--- config.mk ---
export PLATFORM = sky130hd
export DESIGN_NAME = dcache_responder_flat
export DESIGN_NICKNAME = d
export VERILOG_FILES = /design/src/rtl/dcache_responder_if.sv /design/src/rtl/dcache_responder.sv /design/src/flat_wrapper.sv
export SDC_FILE = /design/constraint.sdc
export NUM_CORES = 2
export LEC_CHECK = 0
export ABC_AREA = 1
export BUFFER_PORTS_ARGS = -buffer_cell sky130_fd_sc_hd__buf_2
export CORE_MARGIN = 2
export CORE_UTILIZATION = 35
export CTS_BUF_LIST = sky130_fd_sc_hd__clkbuf_4 sky130_fd_sc_hd__clkbuf_8
export DETAILED_ROUTE_END_ITERATION = 12
export PLACE_DENSITY = 0.48
export SETUP_SLACK_MARGIN = 0.2
export SYNTH_ARGS = -nofsm -noshare
export SYNTH_HDL_FRONTEND = slang
export SYNTH_SLANG_ARGS = --single-unit
--- constraint.sdc ---
create_clock -name clk_i -period 7.9 [get_ports clk_i]
set_clock_uncertainty 0.1 [all_clocks]
set_input_delay 1.185 -clock clk_i [delete_from_list [all_inputs] [get_ports clk_i]]
set_output_delay 1.185 -clock clk_i [all_outputs]
set_load 0.1 [all_outputs]
--- src/rtl/dcache_responder_if.sv ---
// CPU-side MEM-stage data port plus word-wide backing-memory port of the data cache.
// Signal suffixes are relative to the cache: _i driven by the environment, _o by the cache.
interface dcache_responder_if;
  logic        cpu_req_i;
  logic        cpu_we_i;
  logic [31:0] cpu_addr_i;
  logic [31:0] cpu_wdata_i;
  logic [31:0] cpu_rdata_o;
  logic        cpu_stall_o;
  logic        mem_req_o;
  logic        mem_we_o;
  logic [31:0] mem_addr_o;
  logic [31:0] mem_wdata_o;
  logic        mem_ack_i;
  logic [31:0] mem_rdata_i;

  modport slave (
    input  cpu_req_i, cpu_we_i, cpu_addr_i, cpu_wdata_i, mem_ack_i, mem_rdata_i,
    output cpu_rdata_o, cpu_stall_o, mem_req_o, mem_we_o, mem_addr_o, mem_wdata_o
  );

  modport master (
    output cpu_req_i, cpu_we_i, cpu_addr_i, cpu_wdata_i, mem_ack_i, mem_rdata_i,
    input  cpu_rdata_o, cpu_stall_o, mem_req_o, mem_we_o, mem_addr_o, mem_wdata_o
  );
endinterface

--- src/rtl/dcache_responder.sv ---
// Direct-mapped, write-through, no-write-allocate data cache with 4-word lines and 4-beat refill.
// Read hits return data combinationally; misses and stores freeze the pipeline via cpu_stall_o.
module dcache_responder #(
  parameter int LINES = 16,
  parameter int IDX_W = 4
) (
  input  logic                 clk_i,
  input  logic                 rst_i,
  dcache_responder_if.slave    bus
);
  localparam int TAG_W = 32 - IDX_W - 4;

  typedef enum logic [1:0] {IDLE, REFILL, WRITE, WDONE} state_t;

  state_t            state_q;
  logic [1:0]        cnt_q;
  logic [LINES-1:0]  valid_q;
  logic [TAG_W-1:0]  tag_q  [LINES];
  logic [31:0]       data_q [LINES][4];

  logic [1:0]        off;
  logic [IDX_W-1:0]  idx;
  logic [TAG_W-1:0]  tag;
  logic              hit;

  assign off = bus.cpu_addr_i[3:2];
  assign idx = bus.cpu_addr_i[IDX_W+3:4];
  assign tag = bus.cpu_addr_i[31:IDX_W+4];
  assign hit = valid_q[idx] && (tag_q[idx] == tag);

  always_comb begin
    bus.cpu_rdata_o = 32'd0;
    bus.cpu_stall_o = 1'b0;
    bus.mem_req_o   = 1'b0;
    bus.mem_we_o    = 1'b0;
    bus.mem_addr_o  = 32'd0;
    bus.mem_wdata_o = 32'd0;
    case (state_q)
      IDLE: begin
        bus.cpu_stall_o = bus.cpu_req_i && (bus.cpu_we_i || !hit);
        if (bus.cpu_req_i && !bus.cpu_we_i && hit)
          bus.cpu_rdata_o = data_q[idx][off];
      end
      REFILL: begin
        bus.cpu_stall_o = bus.cpu_req_i;
        bus.mem_req_o   = 1'b1;
        bus.mem_addr_o  = {tag, idx, cnt_q, 2'b00};
      end
      WRITE: begin
        bus.cpu_stall_o = bus.cpu_req_i;
        bus.mem_req_o   = 1'b1;
        bus.mem_we_o    = 1'b1;
        bus.mem_addr_o  = {bus.cpu_addr_i[31:2], 2'b00};
        bus.mem_wdata_o = bus.cpu_wdata_i;
      end
      default: ;  // WDONE: one unstalled cycle lets the store retire
    endcase
  end

  always_ff @(posedge clk_i) begin
    if (rst_i) begin
      state_q <= IDLE;
      cnt_q   <= 2'd0;
      valid_q <= '0;
    end else begin
      case (state_q)
        IDLE: begin
          if (bus.cpu_req_i) begin
            if (bus.cpu_we_i) begin
              state_q <= WRITE;
            end else if (!hit) begin
              cnt_q   <= 2'd0;
              state_q <= REFILL;
            end
          end
        end
        REFILL: begin
          if (bus.mem_ack_i) begin
            cnt_q <= cnt_q + 2'd1;
            if (cnt_q == 2'd3) begin
              valid_q[idx] <= 1'b1;
              state_q      <= IDLE;
            end
          end
        end
        WRITE: begin
          if (bus.mem_ack_i)
            state_q <= WDONE;
        end
        default: state_q <= IDLE;
      endcase
    end
  end

  // Tag/data arrays carry no reset; the valid bits alone qualify them.
  always_ff @(posedge clk_i) begin
    if (!rst_i && state_q == REFILL && bus.mem_ack_i) begin
      data_q[idx][cnt_q] <= bus.mem_rdata_i;
      if (cnt_q == 2'd3)
        tag_q[idx] <= tag;
    end
    if (!rst_i && state_q == WRITE && bus.mem_ack_i && hit)
      data_q[idx][off] <= bus.cpu_wdata_i;
  end
endmodule

--- src/flat_wrapper.sv ---
// flat-port wrapper written by rule: the top's interface ports become plain ports
module dcache_responder_flat 
#(
  parameter int LINES = 16,
  parameter int IDX_W = 4
)
  (clk_i, rst_i, bus_cpu_req_i, bus_cpu_we_i, bus_cpu_addr_i, bus_cpu_wdata_i, bus_mem_ack_i, bus_mem_rdata_i, bus_cpu_rdata_o, bus_cpu_stall_o, bus_mem_req_o, bus_mem_we_o, bus_mem_addr_o, bus_mem_wdata_o);
  dcache_responder_if bus_i ();
  input  logic clk_i;
  input  logic rst_i;
  input wire logic [$bits(bus_i.cpu_req_i)-1:0] bus_cpu_req_i;
  input wire logic [$bits(bus_i.cpu_we_i)-1:0] bus_cpu_we_i;
  input wire logic [$bits(bus_i.cpu_addr_i)-1:0] bus_cpu_addr_i;
  input wire logic [$bits(bus_i.cpu_wdata_i)-1:0] bus_cpu_wdata_i;
  input wire logic [$bits(bus_i.mem_ack_i)-1:0] bus_mem_ack_i;
  input wire logic [$bits(bus_i.mem_rdata_i)-1:0] bus_mem_rdata_i;
  output wire logic [$bits(bus_i.cpu_rdata_o)-1:0] bus_cpu_rdata_o;
  output wire logic [$bits(bus_i.cpu_stall_o)-1:0] bus_cpu_stall_o;
  output wire logic [$bits(bus_i.mem_req_o)-1:0] bus_mem_req_o;
  output wire logic [$bits(bus_i.mem_we_o)-1:0] bus_mem_we_o;
  output wire logic [$bits(bus_i.mem_addr_o)-1:0] bus_mem_addr_o;
  output wire logic [$bits(bus_i.mem_wdata_o)-1:0] bus_mem_wdata_o;
  assign bus_i.cpu_req_i = bus_cpu_req_i;
  assign bus_i.cpu_we_i = bus_cpu_we_i;
  assign bus_i.cpu_addr_i = bus_cpu_addr_i;
  assign bus_i.cpu_wdata_i = bus_cpu_wdata_i;
  assign bus_i.mem_ack_i = bus_mem_ack_i;
  assign bus_i.mem_rdata_i = bus_mem_rdata_i;
  assign bus_cpu_rdata_o = bus_i.cpu_rdata_o;
  assign bus_cpu_stall_o = bus_i.cpu_stall_o;
  assign bus_mem_req_o = bus_i.mem_req_o;
  assign bus_mem_we_o = bus_i.mem_we_o;
  assign bus_mem_addr_o = bus_i.mem_addr_o;
  assign bus_mem_wdata_o = bus_i.mem_wdata_o;
  dcache_responder #(.LINES(LINES), .IDX_W(IDX_W)) u_core (.clk_i(clk_i), .rst_i(rst_i), .bus(bus_i));
endmodule
==> out/metrics.csv <==
stage,metric,value,unit
outcome,status,"finished, final reports clean",
sta,finalMaxSlewViolations,0,
logic_synthesis,seq_area_frac_synth,0.791,
logic_synthesis,yosys-top-cells-count,"2,432 x edfxtp_1, 1,117 x nand2_1, 1,003 x o22ai_1",
clock_tree,cts_buffer_depth,4,
routing,via_per_inst,5.59,
clock_tree,clk_pin_slew,60,ps
sta,report.final.setup_viol,0,
power_and_ir_drop,p_switching,7.16,mW
placement,port_buffers,195,
logic_synthesis,synthFlopType,edfxtp_1,
sta,period_share,0.848,
placement,gp_congestion,0.824,
routing,wire_per_inst,29.5,um
floorplan,die_area,269000,sq um
run,cap_violations,0,
logic_synthesis,ys_seq_elements,2452,
critical_path,cp.arrival,5410,ps
clock_tree,cts_inserted_buffers,412,
clock_tree,cts_setup_buffers,0,
critical_path,criticalPathCategory,input port to output pin,
floorplan,start_util,0.351,
routing,drtIter0Drc,7215,
power_and_ir_drop,powerDensity,255,nW/um^2
routing,vias,59600,
critical_path,crit_path_start_kind,input port,
floorplan,rows,189,
sta,max_freq,149,MHz
power_and_ir_drop,combPwrFrac,0.091,
logic_synthesis,synth_edf_count,2432,
logic_synthesis,syn_inst,6343,
sta,period_minus_slack,6700,ps
logic_synthesis,synth_top_cell_by_area,edfxtp_1,
critical_path,crit_family,buffers and inverters,
floorplan,die_x,519,um
power_and_ir_drop,pwr-share-seq,0.518,
critical_path,worstPathCellList,buf_2 > inv_2 > nand2_4 > buf_4 > buf_4 > o22ai_1 > o21ai_0 > nand4_1 > a21oi_1 > o211ai_1 > nor2_1 > buf_12,
logic_synthesis,netlist_area,92800,sq um
clock_tree,cts_max_level,5,
grt,grt_max_degree,137,
sta,worst_pin_slew,1320,ps
sta,finalHoldViolations,0,
floorplan,die_height,519,um
logic_synthesis,yosysMostFrequentCell,edfxtp_1,
finish,final_net_count,6937,
critical_path,path_max_fanout,47,
clock_tree,clk_latency,1010,ps
routing,ant_nets,0,
sta,relSlewSlack,0.117,
logic_synthesis,ys_top_cells_by_area,"edfxtp_1 79%, o22ai_1 6.8%, nand2_1 4.5%",
grt,grt_pass1_wl,437,mm
grt,grt_pass1_vias,56700,
critical_path,crit_path_max_incr_delay,650,ps
clock_tree,ctsResizeCount,0,
sta,setup-tns-final,0,ps
power_and_ir_drop,total_power,27.7,mW
logic_synthesis,avgSynthCellArea,14.6,sq um
critical_path,path_common_cell,buf_4,
grt,gr-total-overflow,0,
logic_synthesis,yosysTopAreaCellShare,0.787,
placement,hpwl,174,mm
critical_path,critical_path_depth,12,
routing,drt-total-wl,315,mm
floorplan,io_pins,200,
worst_hold_path,whs_path_depth,2,
routing,drtPass1Iterations,7,
power_and_ir_drop,leakage,35.6,nW
power_and_ir_drop,clkPwrFrac,0.391,
finish,area_growth,16.8,%
critical_path,worst_setup_path_end_kind,output pin,
clock_tree,root_buffer,clkbuf_8,
power_and_ir_drop,intPower,20.5,mW
finish,drive_gt1_frac,0.170,
clock_tree,cts_tree,built,
clock_tree,cts.sink_count,2452,
floorplan,core_area,264000,sq um
routing,drcViolationCount,0,
critical_path,rr_worst_depth,16,
logic_synthesis,async_flop_share,0,
critical_path,crit_slowest_cell,buf_4,
sta,rsz0062_at_grt,false,
grt,grt.total_usage,0.226,
grt,antenna_found_initial,19,
critical_path,worst-path-buf-inv,5,
power_and_ir_drop,ir_worst_vdd,0.306,mV
power_and_ir_drop,sw_frac_of_total,0.259,
critical_path,worstPathRequired,6610,ps
clock_tree,holdBufCountCts,0,
logic_synthesis,yosys_warnings,0,
worst_hold_path,hold_class,flip-flop to flip-flop,
logic_synthesis,yosysUniqueCellTypes,38,
## state kept, by name (all words and copies together) (netlist names)
name            flops
u_core.state_q      2
u_core.tag_q      384
u_core.data_q    2048
u_core.valid_q     16
u_core.cnt_q        2
## cell families after synthesis
kind of cell    synth area share
compound gates             0.121
fa+ha+maj                0.00108
buf+inv                   0.0243
flops                      0.791
other cells            0.0000404
simple gates              0.0619
## final timing paths
check        slack, ps             endpoint               start
max reg2reg       3030  u_core.data_q[4][4]  u_core.tag_q[7][5]
min reg2reg        360    u_core.valid_q[1]   u_core.valid_q[1]
min                360    u_core.valid_q[1]   u_core.valid_q[1]
max               1200  bus_cpu_rdata_o[10]   bus_cpu_addr_i[5]
## layout make-up
class	count	area [sq um]
Fill cell	24600	156000
Multi-Input combinational cell	3347	18100
Sequential cell	2452	73400
Clock buffer	555	6800
Inverter	125	488
Antenna cell	9	22.5
Tap cell	3533	4420
Timing Repair Buffer	490	4230
Clock inverter	161	885
## metal layers
layer / vias up / GRT usage / wire [um]
met5: - / 0 / 49
met2: 2704 / 0.356 / 147000
met4: 10 / 0.0580 / 7310
met3: 437 / 0.0405 / 25800
met1: 30800 / 0.322 / 135000
li1: 25700 / - / -
## power groups by stage
stage	registers (mW)	clock network (mW)	logic [mW]
after global routing	14.3	11.6	2.63
after CTS	14.3	11.0	2.50
final	14.3	10.8	2.51
after global placement	14.6	0	2.47
after detailed placement	14.6	0	2.49
after floorplan	14.6	0	1.53
## placed cells by master (no fill, tap or decap), types with 20 or more instances in the layout
master    instances
a21oi_4          64
dfxtp_1          20
clkinv_1        101
nor2_4           24
nor3_1           36
nor2_1          117
o21ai_0         511
nand2_1        1110
a22oi_1          45
buf_12           76
o21ai_1         143
buf_4           253
edfxtp_1       2432
clkbuf_4        134
inv_1           119
a41oi_1          30
buf_2           161
o22ai_1        1003
clkbuf_8        421
nand4_1          80
clkinv_2         38
a21oi_1          53
nand3_1          44
## metrics by stage
stage / util / hold slack (ps) / setup WS, ps / area, sq um / std cells
after detailed placement: 0.381 / 346 / 1080 / 101000 / 9947
after global routing: 0.410 / 388 / 978 / 108000 / 10700
after global placement: 0.381 / 339 / 1090 / 101000 / 9947
after floorplan: - / 329 / 1930 / 92800 / 6344
final: 0.410 / 365 / 1200 / 108000 / 10700
after CTS: 0.410 / 361 / 1180 / 108000 / 10700
## worst min-delay path, cell delays in order, from the launching register on
cell,delay [ps]
dfxtp_1,330
nand2_1,50
o21ai_0,50
No activity file was read; power rests on OpenSTA's default activity.
